==> config.mk <==
export PLATFORM = sky130hd
export DESIGN_NAME = ntt_butterfly
export DESIGN_NICKNAME = d
export VERILOG_FILES = /design/src/rtl/ntt_butterfly_pkg.sv /design/src/rtl/ntt_butterfly_reduce.sv /design/src/rtl/ntt_butterfly.sv
export SDC_FILE = /design/constraint.sdc
export NUM_CORES = 1
export LEC_CHECK = 0
export ABC_AREA = 1
export CELL_PAD_IN_SITES_DETAIL_PLACEMENT = 1
export CELL_PAD_IN_SITES_GLOBAL_PLACEMENT = 1
export CORE_AREA = 10 10 230 254
export DETAILED_ROUTE_END_ITERATION = 10
export DIE_AREA = 0 0 240 264
export DONT_BUFFER_PORTS = 1
export GPL_TIMING_DRIVEN = 0
export MAX_ROUTING_LAYER = met4
export PLACE_DENSITY_LB_ADDON = 0.1
export REMOVE_ABC_BUFFERS = 1
export SETUP_SLACK_MARGIN = 0.02
export SLEW_MARGIN = 20
export SYNTH_ARGS = -nofsm -noshare
export SYNTH_HDL_FRONTEND = slang
export SYNTH_SLANG_ARGS = --single-unit
==> constraint.sdc <==
create_clock -name clk -period 3.25 [get_ports clk]
set_input_delay 0.65 -clock clk [delete_from_list [all_inputs] [get_ports clk]]
set_output_delay 0.65 -clock clk [all_outputs]
set_load 0.02 [all_outputs]
==> src/rtl/ntt_butterfly_pkg.sv <==
// Shared NTT definitions: field constants for the Fermat prime 2^M+1,
// butterfly mode encoding and single-correction modular add/subtract.
package ntt_butterfly_pkg;

    localparam int M  = 16;
    localparam int DW = M + 1;
    localparam int PW = 2 * M + 1;

    localparam logic [DW-1:0] PRIME = {1'b1, {(M-1){1'b0}}, 1'b1};

    typedef enum logic {
        MODE_CT = 1'b0,
        MODE_GS = 1'b1
    } mode_e;

    // Both operands must already lie in [0, PRIME-1], so one correction suffices.
    function automatic logic [DW-1:0] add_mod(input logic [DW-1:0] a, input logic [DW-1:0] b);
        logic [DW:0] s;
        s = {1'b0, a} + {1'b0, b};
        if (s >= {1'b0, PRIME}) begin
            s = s - {1'b0, PRIME};
        end
        return s[DW-1:0];
    endfunction

    function automatic logic [DW-1:0] sub_mod(input logic [DW-1:0] a, input logic [DW-1:0] b);
        logic [DW:0] d;
        d = {1'b0, a} - {1'b0, b};
        if (a < b) begin
            d = d + {1'b0, PRIME};
        end
        return d[DW-1:0];
    endfunction

endpackage

==> src/rtl/ntt_butterfly_reduce.sv <==
// Combinational reduction of a full (2M+1)-bit product modulo 2^M+1,
// folding the upper half back in with 2^M == -1.
module fermat_reduce
    import ntt_butterfly_pkg::*;
(
    input  logic [PW-1:0] prod,
    output logic [DW-1:0] res
);

    localparam int RW = M + 3;

    logic signed [RW-1:0] lo_s;
    logic signed [RW-1:0] hi_s;
    logic signed [RW-1:0] prime_s;
    logic signed [RW-1:0] r;

    // NOTE: every always_comb output gets a value on every path first, so no latch is inferred.
    always_comb begin
        lo_s    = signed'({3'b000, prod[M-1:0]});
        hi_s    = signed'({2'b00, prod[PW-1:M]});
        prime_s = signed'({2'b00, PRIME});
        r       = lo_s - hi_s;
        // r spans [-2^M, 2^M-1]; one correction in either direction lands in [0, p-1].
        if (r < 0) begin
            r = r + prime_s;
        end else if (r >= prime_s) begin
            r = r - prime_s;
        end
        res = r[DW-1:0];
    end

endmodule

==> src/rtl/ntt_butterfly.sv <==
// Three-stage radix-2 NTT butterfly (Cooley-Tukey or Gentleman-Sande) over
// 2^M+1 with valid/ready flow control and a pass-through sideband tag.
module ntt_butterfly
    import ntt_butterfly_pkg::*;
#(
    parameter int TAG_W = 8
) (
    input  logic             clk,
    input  logic             rst_n,
    input  logic             in_valid,
    output logic             in_ready,
    input  logic             in_mode,
    input  logic [DW-1:0]    in_a,
    input  logic [DW-1:0]    in_b,
    input  logic [DW-1:0]    in_w,
    input  logic [TAG_W-1:0] in_tag,
    output logic             out_valid,
    input  logic             out_ready,
    output logic [DW-1:0]    out_x,
    output logic [DW-1:0]    out_y,
    output logic [TAG_W-1:0] out_tag
);

    logic en;

    logic             s1_valid_q, s1_valid_d;
    mode_e            s1_mode_q,  s1_mode_d;
    logic [TAG_W-1:0] s1_tag_q,   s1_tag_d;
    logic [PW-1:0]    s1_prod_q,  s1_prod_d;
    logic [DW-1:0]    s1_op_q,    s1_op_d;

    logic             s2_valid_q, s2_valid_d;
    mode_e            s2_mode_q,  s2_mode_d;
    logic [TAG_W-1:0] s2_tag_q,   s2_tag_d;
    logic [DW-1:0]    s2_t_q,     s2_t_d;
    logic [DW-1:0]    s2_op_q,    s2_op_d;

    logic             out_valid_q, out_valid_d;
    logic [DW-1:0]    out_x_q,     out_x_d;
    logic [DW-1:0]    out_y_q,     out_y_d;
    logic [TAG_W-1:0] out_tag_q,   out_tag_d;

    mode_e         mode_in;
    logic [DW-1:0] mul_a;
    logic [PW-1:0] mul_p;
    logic [DW-1:0] red_t;

    // The whole pipe advances together; a full, stalled output freezes every stage.
    assign en       = !out_valid_q || out_ready;
    assign in_ready = en;
    assign mode_in  = mode_e'(in_mode);

    // Stage 1: GS pre-add/subtract and the modular multiply operand select.
    always_comb begin
        mul_a = (mode_in == MODE_GS) ? sub_mod(in_a, in_b) : in_b;
        // Zero-extending to PW bits is exact: the largest product is 2^(2M).
        mul_p = {{M{1'b0}}, mul_a} * {{M{1'b0}}, in_w};

        s1_valid_d = s1_valid_q;
        s1_mode_d  = s1_mode_q;
        s1_tag_d   = s1_tag_q;
        s1_prod_d  = s1_prod_q;
        s1_op_d    = s1_op_q;
        if (en) begin
            s1_valid_d = in_valid;
            s1_mode_d  = mode_in;
            s1_tag_d   = in_tag;
            s1_prod_d  = mul_p;
            s1_op_d    = (mode_in == MODE_GS) ? add_mod(in_a, in_b) : in_a;
        end
    end

    fermat_reduce u_reduce (
        .prod (s1_prod_q),
        .res  (red_t)
    );

    // Stage 2: capture the reduced product alongside the carried operand.
    always_comb begin
        s2_valid_d = s2_valid_q;
        s2_mode_d  = s2_mode_q;
        s2_tag_d   = s2_tag_q;
        s2_t_d     = s2_t_q;
        s2_op_d    = s2_op_q;
        if (en) begin
            s2_valid_d = s1_valid_q;
            s2_mode_d  = s1_mode_q;
            s2_tag_d   = s1_tag_q;
            s2_t_d     = red_t;
            s2_op_d    = s1_op_q;
        end
    end

    // Stage 3: CT post-add/subtract; GS results are already complete.
    always_comb begin
        out_valid_d = out_valid_q;
        out_x_d     = out_x_q;
        out_y_d     = out_y_q;
        out_tag_d   = out_tag_q;
        if (en) begin
            out_valid_d = s2_valid_q;
            out_tag_d   = s2_tag_q;
            if (s2_mode_q == MODE_CT) begin
                out_x_d = add_mod(s2_op_q, s2_t_q);
                out_y_d = sub_mod(s2_op_q, s2_t_q);
            end else begin
                out_x_d = s2_op_q;
                out_y_d = s2_t_q;
            end
        end
    end

    // NOTE: sequential state uses non-blocking assignments so all stages update from pre-edge values.
    always_ff @(posedge clk or negedge rst_n) begin
        if (!rst_n) begin
            // NOTE: data registers are cleared too, not just valids, so visible outputs read 0 in reset.
            s1_valid_q  <= 1'b0;
            s1_mode_q   <= MODE_CT;
            s1_tag_q    <= '0;
            s1_prod_q   <= '0;
            s1_op_q     <= '0;
            s2_valid_q  <= 1'b0;
            s2_mode_q   <= MODE_CT;
            s2_tag_q    <= '0;
            s2_t_q      <= '0;
            s2_op_q     <= '0;
            out_valid_q <= 1'b0;
            out_x_q     <= '0;
            out_y_q     <= '0;
            out_tag_q   <= '0;
        end else begin
            s1_valid_q  <= s1_valid_d;
            s1_mode_q   <= s1_mode_d;
            s1_tag_q    <= s1_tag_d;
            s1_prod_q   <= s1_prod_d;
            s1_op_q     <= s1_op_d;
            s2_valid_q  <= s2_valid_d;
            s2_mode_q   <= s2_mode_d;
            s2_tag_q    <= s2_tag_d;
            s2_t_q      <= s2_t_d;
            s2_op_q     <= s2_op_d;
            out_valid_q <= out_valid_d;
            out_x_q     <= out_x_d;
            out_y_q     <= out_y_d;
            out_tag_q   <= out_tag_d;
        end
    end

    assign out_valid = out_valid_q;
    assign out_x     = out_x_q;
    assign out_y     = out_y_q;
    assign out_tag   = out_tag_q;

endmodule

==> results of run 1 <==
-- synth_stat cells, drive strengths merged (44+ instances only) --
library cell	number
a21oi	104
buf	44
clkbuf	58
dfrtp	147
fa	228
ha	197
inv	603
nand2	873
nand3	209
nor2	340
o21ai	172
xor2	92
-- routing by layer --
| layer | wire [µm] | GRT usage (%) | up-vias |
|---|---|---|---|
| met5 | 0 | - | - |
| met4 | 3640 | 10.3 | 0 |
| met3 | 3770 | 3.51 | 185 |
| met2 | 42600 | 44.8 | 501 |
| met1 | 34300 | 30.3 | 10800 |
| li1 | - | - | 10200 |
-- through the flow --
stage | instance area, µm² | setup slack, ns | hold WS [ns] | TNS, ns
finish | 27800 | -4.55 | -0.108 | -113.60
global route | 27800 | -4.78 | -0.132 | -120.06
CTS | 26100 | -4.37 | -0.132 | -108.76
detailed placement | 23200 | -6.20 | 0.359 | -171.34
global placement | 23000 | -15.31 | 0.359 | -1713.21
floorplan | 22100 | -7.18 | 0.354 | -824.36
-- path summary, 6_finish.rpt --
| kind | start | to | slack [ns] | depth (start not counted) |
|---|---|---|---|---|
| max | in_a[0] | s1_prod_q[32] | -4.55 | 46 |
| min | rst_n | out_x[16] | -0.11 | 0 |
| max reg2reg | s1_prod_q[0] | s2_t_q[16] | 0.11 | 18 |
| min reg2reg | s2_valid_q | out_valid | 0.45 | 2 |
| max in group asynchronous | rst_n | s2_t_q[10] | 2.99 | 0 |
| min in group clk | in_tag[3] | s1_tag_q[3] | 0.31 | 2 |
-- worst reg2reg max path, stage by stage (launching register included) --
cell	delay (ns)
dfrtp_1	0.37
inv_1	0.07
ha_1	0.17
inv_1	0.08
fa_1	0.43
nand3_1	0.12
nand2_1	0.13
nand3_1	0.13
nand3_2	0.13
a21o_1	0.19
or2_2	0.28
nand2_2	0.11
inv_1	0.08
nor3_2	0.22
nand3_1	0.10
nand2_1	0.07
nand2_1	0.06
nand3_1	0.15
o21ai_0	0.11
-- cell families after synthesis --
logic type / Yosys count / share of synthesized area [%]
AO/OA/AOI/OAI: 322 / 7.98
adder cells (fa/ha/maj): 425 / 31.1
XOR/XNOR: 112 / 4.57
buffers and inverters: 717 / 12.3
AND/OR/NAND/NOR: 1514 / 27.8
flip-flops: 147 / 16.3
-- state kept, by name, indices dropped and copies added, names as in the netlist --
| signal | cells |
|---|---|
| out_y | 17 |
| s1_tag_q | 8 |
| s2_mode_q | 1 |
| s2_op_q | 17 |
| s1_op_q | 17 |
| s2_valid_q | 1 |
| out_tag | 8 |
| s1_mode_q | 1 |
| out_x | 17 |
| out_valid | 1 |
| s2_t_q | 17 |
| s2_tag_q | 8 |
| s1_prod_q | 33 |
| s1_valid_q | 1 |
-- timing repair --
action | 4_1_cts | 5_1_grt
buffers inserted | 130 | 75
setup endpoints to repair | 81 | 93
resized for setup | 327 | 279
endpoints found under the hold margin | 147 | 147
pin swaps | 113 | 160
-- layout make-up --
| type | count | area (µm²) | area share [%] |
|---|---|---|---|
| Multi-Input combinational cell | 2373 | 18300 | 65.8 |
| Inverter | 615 | 2430 | 8.73 |
| Sequential cell | 147 | 3690 | 13.3 |
| Timing Repair Buffer | 205 | 1910 | 6.87 |
| Clock inverter | 12 | 168 | 0.603 |
| Tap cell | 682 | 853 | 3.07 |
| Clock buffer | 20 | 457 | 1.64 |
==> metrics.txt, run 1 <==
initial antenna violation count=0; Mapped Cells=~3,200; final WL=84,300 µm; Root Buffer=clkbuf_16; vias in the first global route=between 20,000 and 25,000; area delta synth->final=23.1%; Post-Layout Cell Count=4,054; placed cells=roughly 3,800; fraction of layout cells with a size suffix above 1=between 20% and 30%; Max Freq=approximately 130 MHz; Critical Path RT=3.58 ns; vias per std cell=5.34; fin. max-slew vios=0; status=finished, violations left; Least-Margin Pin Slew=0.838 ns; register area share after synthesis=between 10% and 20%; final period utilization=240%; crit path DAT=around 8 ns; max-cap violations=0; Row Count=between 80 and 90; Crit. End Element=register; leading area contributor after synthesis=fa_1; Setup violations, final=32; Antenna Nets Post-Route=0; vias=21,600; fillcell total=roughly 6,600; synth warn=0; Final GP Congestion=around 0.9; Final nets=roughly 3,800; failing checks=negative hold slack, negative setup slack; final count of hold timing violations=147; CTS buffer count=17; IO Count=108; Post-DP HPWL=~61,000 µm; synth top area cells=fa_1 20%, dfrtp_1 16%, nand2_1 14%; crit path max fanout=5; RSZ-0062 raised after global routing=yes; CTS tree=built; final core occ=a little over half; WS Path Type=primary input to register; Post-synth ARST share=100%; Tot GR Track Use=a little over a quarter; Slew HR=between 40 and 50%; final worst slack=-4.55 ns; first-pass GRT wire length=roughly 130,000 µm; die width=approximately 240 µm; H-tree depth=4; gr ovfl total=0; Final min period=7.80 ns; DRC=0; # diodes=0; CP max stage cell=fa_2; post-synth top area share=20.2%; FF+latch count, synth=around 150; min-delay worst type=primary input to async pin; drt first pass iters=8; Critical Path Start Type=primary input; clock sink total=about 150; Post-synth EDFFs=0; clk slew on worst S/H paths=0.07 ns; pin count of the biggest net entering global routing=148; initial core utilization=around 42%; die height=roughly 260 µm; Distinct cells, synth=51; crit-path most repeated cell=buf_6; synthesized cell area=approximately 0.023 mm²; Avg WL per Cell=approximately 21 µm; drt initial violations=approximately 1,200; Fin Clk Skew=about 0.008 ns; delay-heaviest family, CP=adder cells; most common cell after layout, fill and taps aside=nand2_1; maximum root-to-sink buffer count=2; Worst Path Buf+Inv=17; hold slack final=-0.108 ns; max incr delay on CP=slightly below 0.6 ns; most frequent cells in the layout=792 x nand2_1, 524 x inv_1, 288 x nor2_1; PortBufs=0; Avg Inst Size Synth=6.98 µm²; CORE AREA=about 0.053 mm²; Clock Latency Late Sink=about 0.45 ns; ys flop type=dfrtp_1; full die area=between 0.06 and 0.07 mm²
Power of run 1 is left out: the tool's default activity adds up to more than one toggle a clock period on the data nets, which glitch-free logic cannot reach.
==> run 2: changes to the inputs <==
--- a/config.mk
+++ b/config.mk
@@ -8,9 +8,9 @@
 export ABC_AREA = 1
 export CELL_PAD_IN_SITES_DETAIL_PLACEMENT = 1
 export CELL_PAD_IN_SITES_GLOBAL_PLACEMENT = 1
-export CORE_AREA = 10 10 230 254
+export CORE_AREA = 10 10 253 231
 export DETAILED_ROUTE_END_ITERATION = 10
-export DIE_AREA = 0 0 240 264
+export DIE_AREA = 0 0 263 241
 export DONT_BUFFER_PORTS = 1
 export GPL_TIMING_DRIVEN = 0
 export MAX_ROUTING_LAYER = met4
==> run 2 against run 1 <==
Effect of this change:
- the run still ends with negative hold slack, negative setup slack left
- routed wire length is 0.94% higher
- non-clock buffer count is 7 lower
- cell area is 0.54% lower
- worst hold slack worse by 0.0065 ns
- utilization is 0.087 points higher
- first-iteration DRC count is 4.7% higher
- clock skew is 0.0084 ns higher
- register-to-register slack better by 0.09 ns
- critical path depth is 7 lower
- critical path type unchanged
- worst setup slack worse by 0.11 ns
- largest cell class unchanged
- clock-buffer cell count is 1 lower
==> metrics.txt, run 2 (synthesized netlist as in run 1, its figures left out) <==
IO Count=around 110; status=finished, violations left; initial antenna violation count=0; Row Count=80; CP max stage cell=fa_1; fraction of layout cells with a size suffix above 1=between 20% and 30%; Antenna Nets Post-Route=0; Final min period=approximately 7.9 ns; max-cap violations=0; CTS tree=built; # diodes=0; CTS buffer count=17; clk slew on worst S/H paths=0.07 ns; crit path max fanout=6; vias per std cell=5.35; Fin Clk Skew=between 0.015 and 0.02 ns; gr ovfl total=0; final WL=roughly 85,000 µm; final worst slack=-4.66 ns; full die area=approximately 0.063 mm²; maximum root-to-sink buffer count=2; die width=between 200 and 300 µm; Final nets=3,841; DP Worst Slack=-6.38 ns; Avg WL per Cell=approximately 21 µm; final count of hold timing violations=147; final core occ=a little over half; DRC=0; RSZ-0062 raised after global routing=yes; max incr delay on CP=roughly 0.58 ns; most frequent cells in the layout=783 x nand2_1, 528 x inv_1, 286 x nor2_1; min-delay worst type=primary input to async pin; Clock Latency Late Sink=0.45 ns; vias=21,700; Setup violations, final=31; initial core utilization=between 40% and 50%; most common cell after layout, fill and taps aside=nand2_1; max reg flops=33; Max Freq=126 MHz; vias in the first global route=22,700; H-tree depth=4; final period utilization=243%; CORE AREA=between 0.05 and 0.06 mm²; Critical Path RT=3.57 ns; Post-DP HPWL=around 62,000 µm; post-route cell area=~0.028 mm²; worst reg2reg path depth=19; failing checks=negative hold slack, negative setup slack; Biggest register=s1_prod_q; hold slack final=-0.114 ns; Slew HR=between 40% and 50%; Critical Path Start Type=primary input; Least-Margin Pin Slew=between 0.8 and 0.9 ns; drt initial violations=~1,200; delay-heaviest family, CP=adder cells; Root Buffer=clkbuf_16; WS Path Type=primary input to register; Crit path depth=39; first-pass GRT wire length=approximately 130,000 µm; clock sink total=between 100 and 150; Worst Path Buf+Inv=9; die height=between 200 and 250 µm; pin count of the biggest net entering global routing=148; Worst R2R Setup Slack=~0.2 ns; drt first pass iters=4; Tot GR Track Use=between 20% and 30%; DP Area=~0.023 mm²; PortBufs=0; Crit. End Element=register; Final GP Congestion=roughly 0.9; crit path DAT=~8.2 ns; area delta synth->final=22.4%; fin. max-slew vios=0
-- run 2: cell types whose count changed in the layout (fill, tap and decap cells not counted), sizes merged --
| cell | delta |
|---|---|
| buf | -6 |
| clkbuf | -2 |
| clkinv | +6 |
| clkinvlp | -1 |
| inv | -5 |
-- run 2: cell type report --
cell class                      instances  area (µm²)
Timing Repair Buffer                  198        1830
Clock buffer                           19         433
Clock inverter                         12         155
Inverter                              615        2420
Sequential cell                       147        3690
Fill cell                            6623       25200
Multi-Input combinational cell       2373       18300
Tap cell                              697         872
-- run 2: stage by stage --
stage / hold WS [ns] / instances / setup TNS [ns]
floorplan: 0.354 / 3135 / -824.36
global placement: 0.360 / 3832 / -1714.96
detailed placement: 0.360 / 3841 / -174.40
CTS: -0.132 / 3981 / -105.01
global route: -0.134 / 4061 / -120.19
finish: -0.114 / 4061 / -115.13
-- run 2: final timing paths --
check                             from            end
max reg2reg                 s2_op_q[0]      out_y[14]
min                              rst_n      out_x[12]
min reg2reg                s1_op_q[11]    s2_op_q[11]
max in group asynchronous        rst_n    s2_op_q[10]
max                            in_a[0]  s1_prod_q[25]
min in group clk             in_tag[5]    s1_tag_q[5]
-- run 2: per-layer routing --
metal	part of all wire (%)	GRT usage, %	vias up	routed length [µm]
met2	48	43.3	480	41100
met1	44	32.7	11000	37500
met4	3.0	6.68	0	2570
met3	4.5	2.50	140	3840
li1	-	-	10100	-
met5	0	-	-	0
-- run 2: timing repair --
| action | 4_1_cts | 5_1_grt |
|---|---|---|
| pin swaps | 95 | 131 |
| endpoints found under the setup margin | 82 | 91 |
| buffers inserted | 109 | 83 |
| resized for setup | 344 | 274 |
| hold endpoints to repair | 147 | 147 |
Power of run 2 is left out for the same reason.
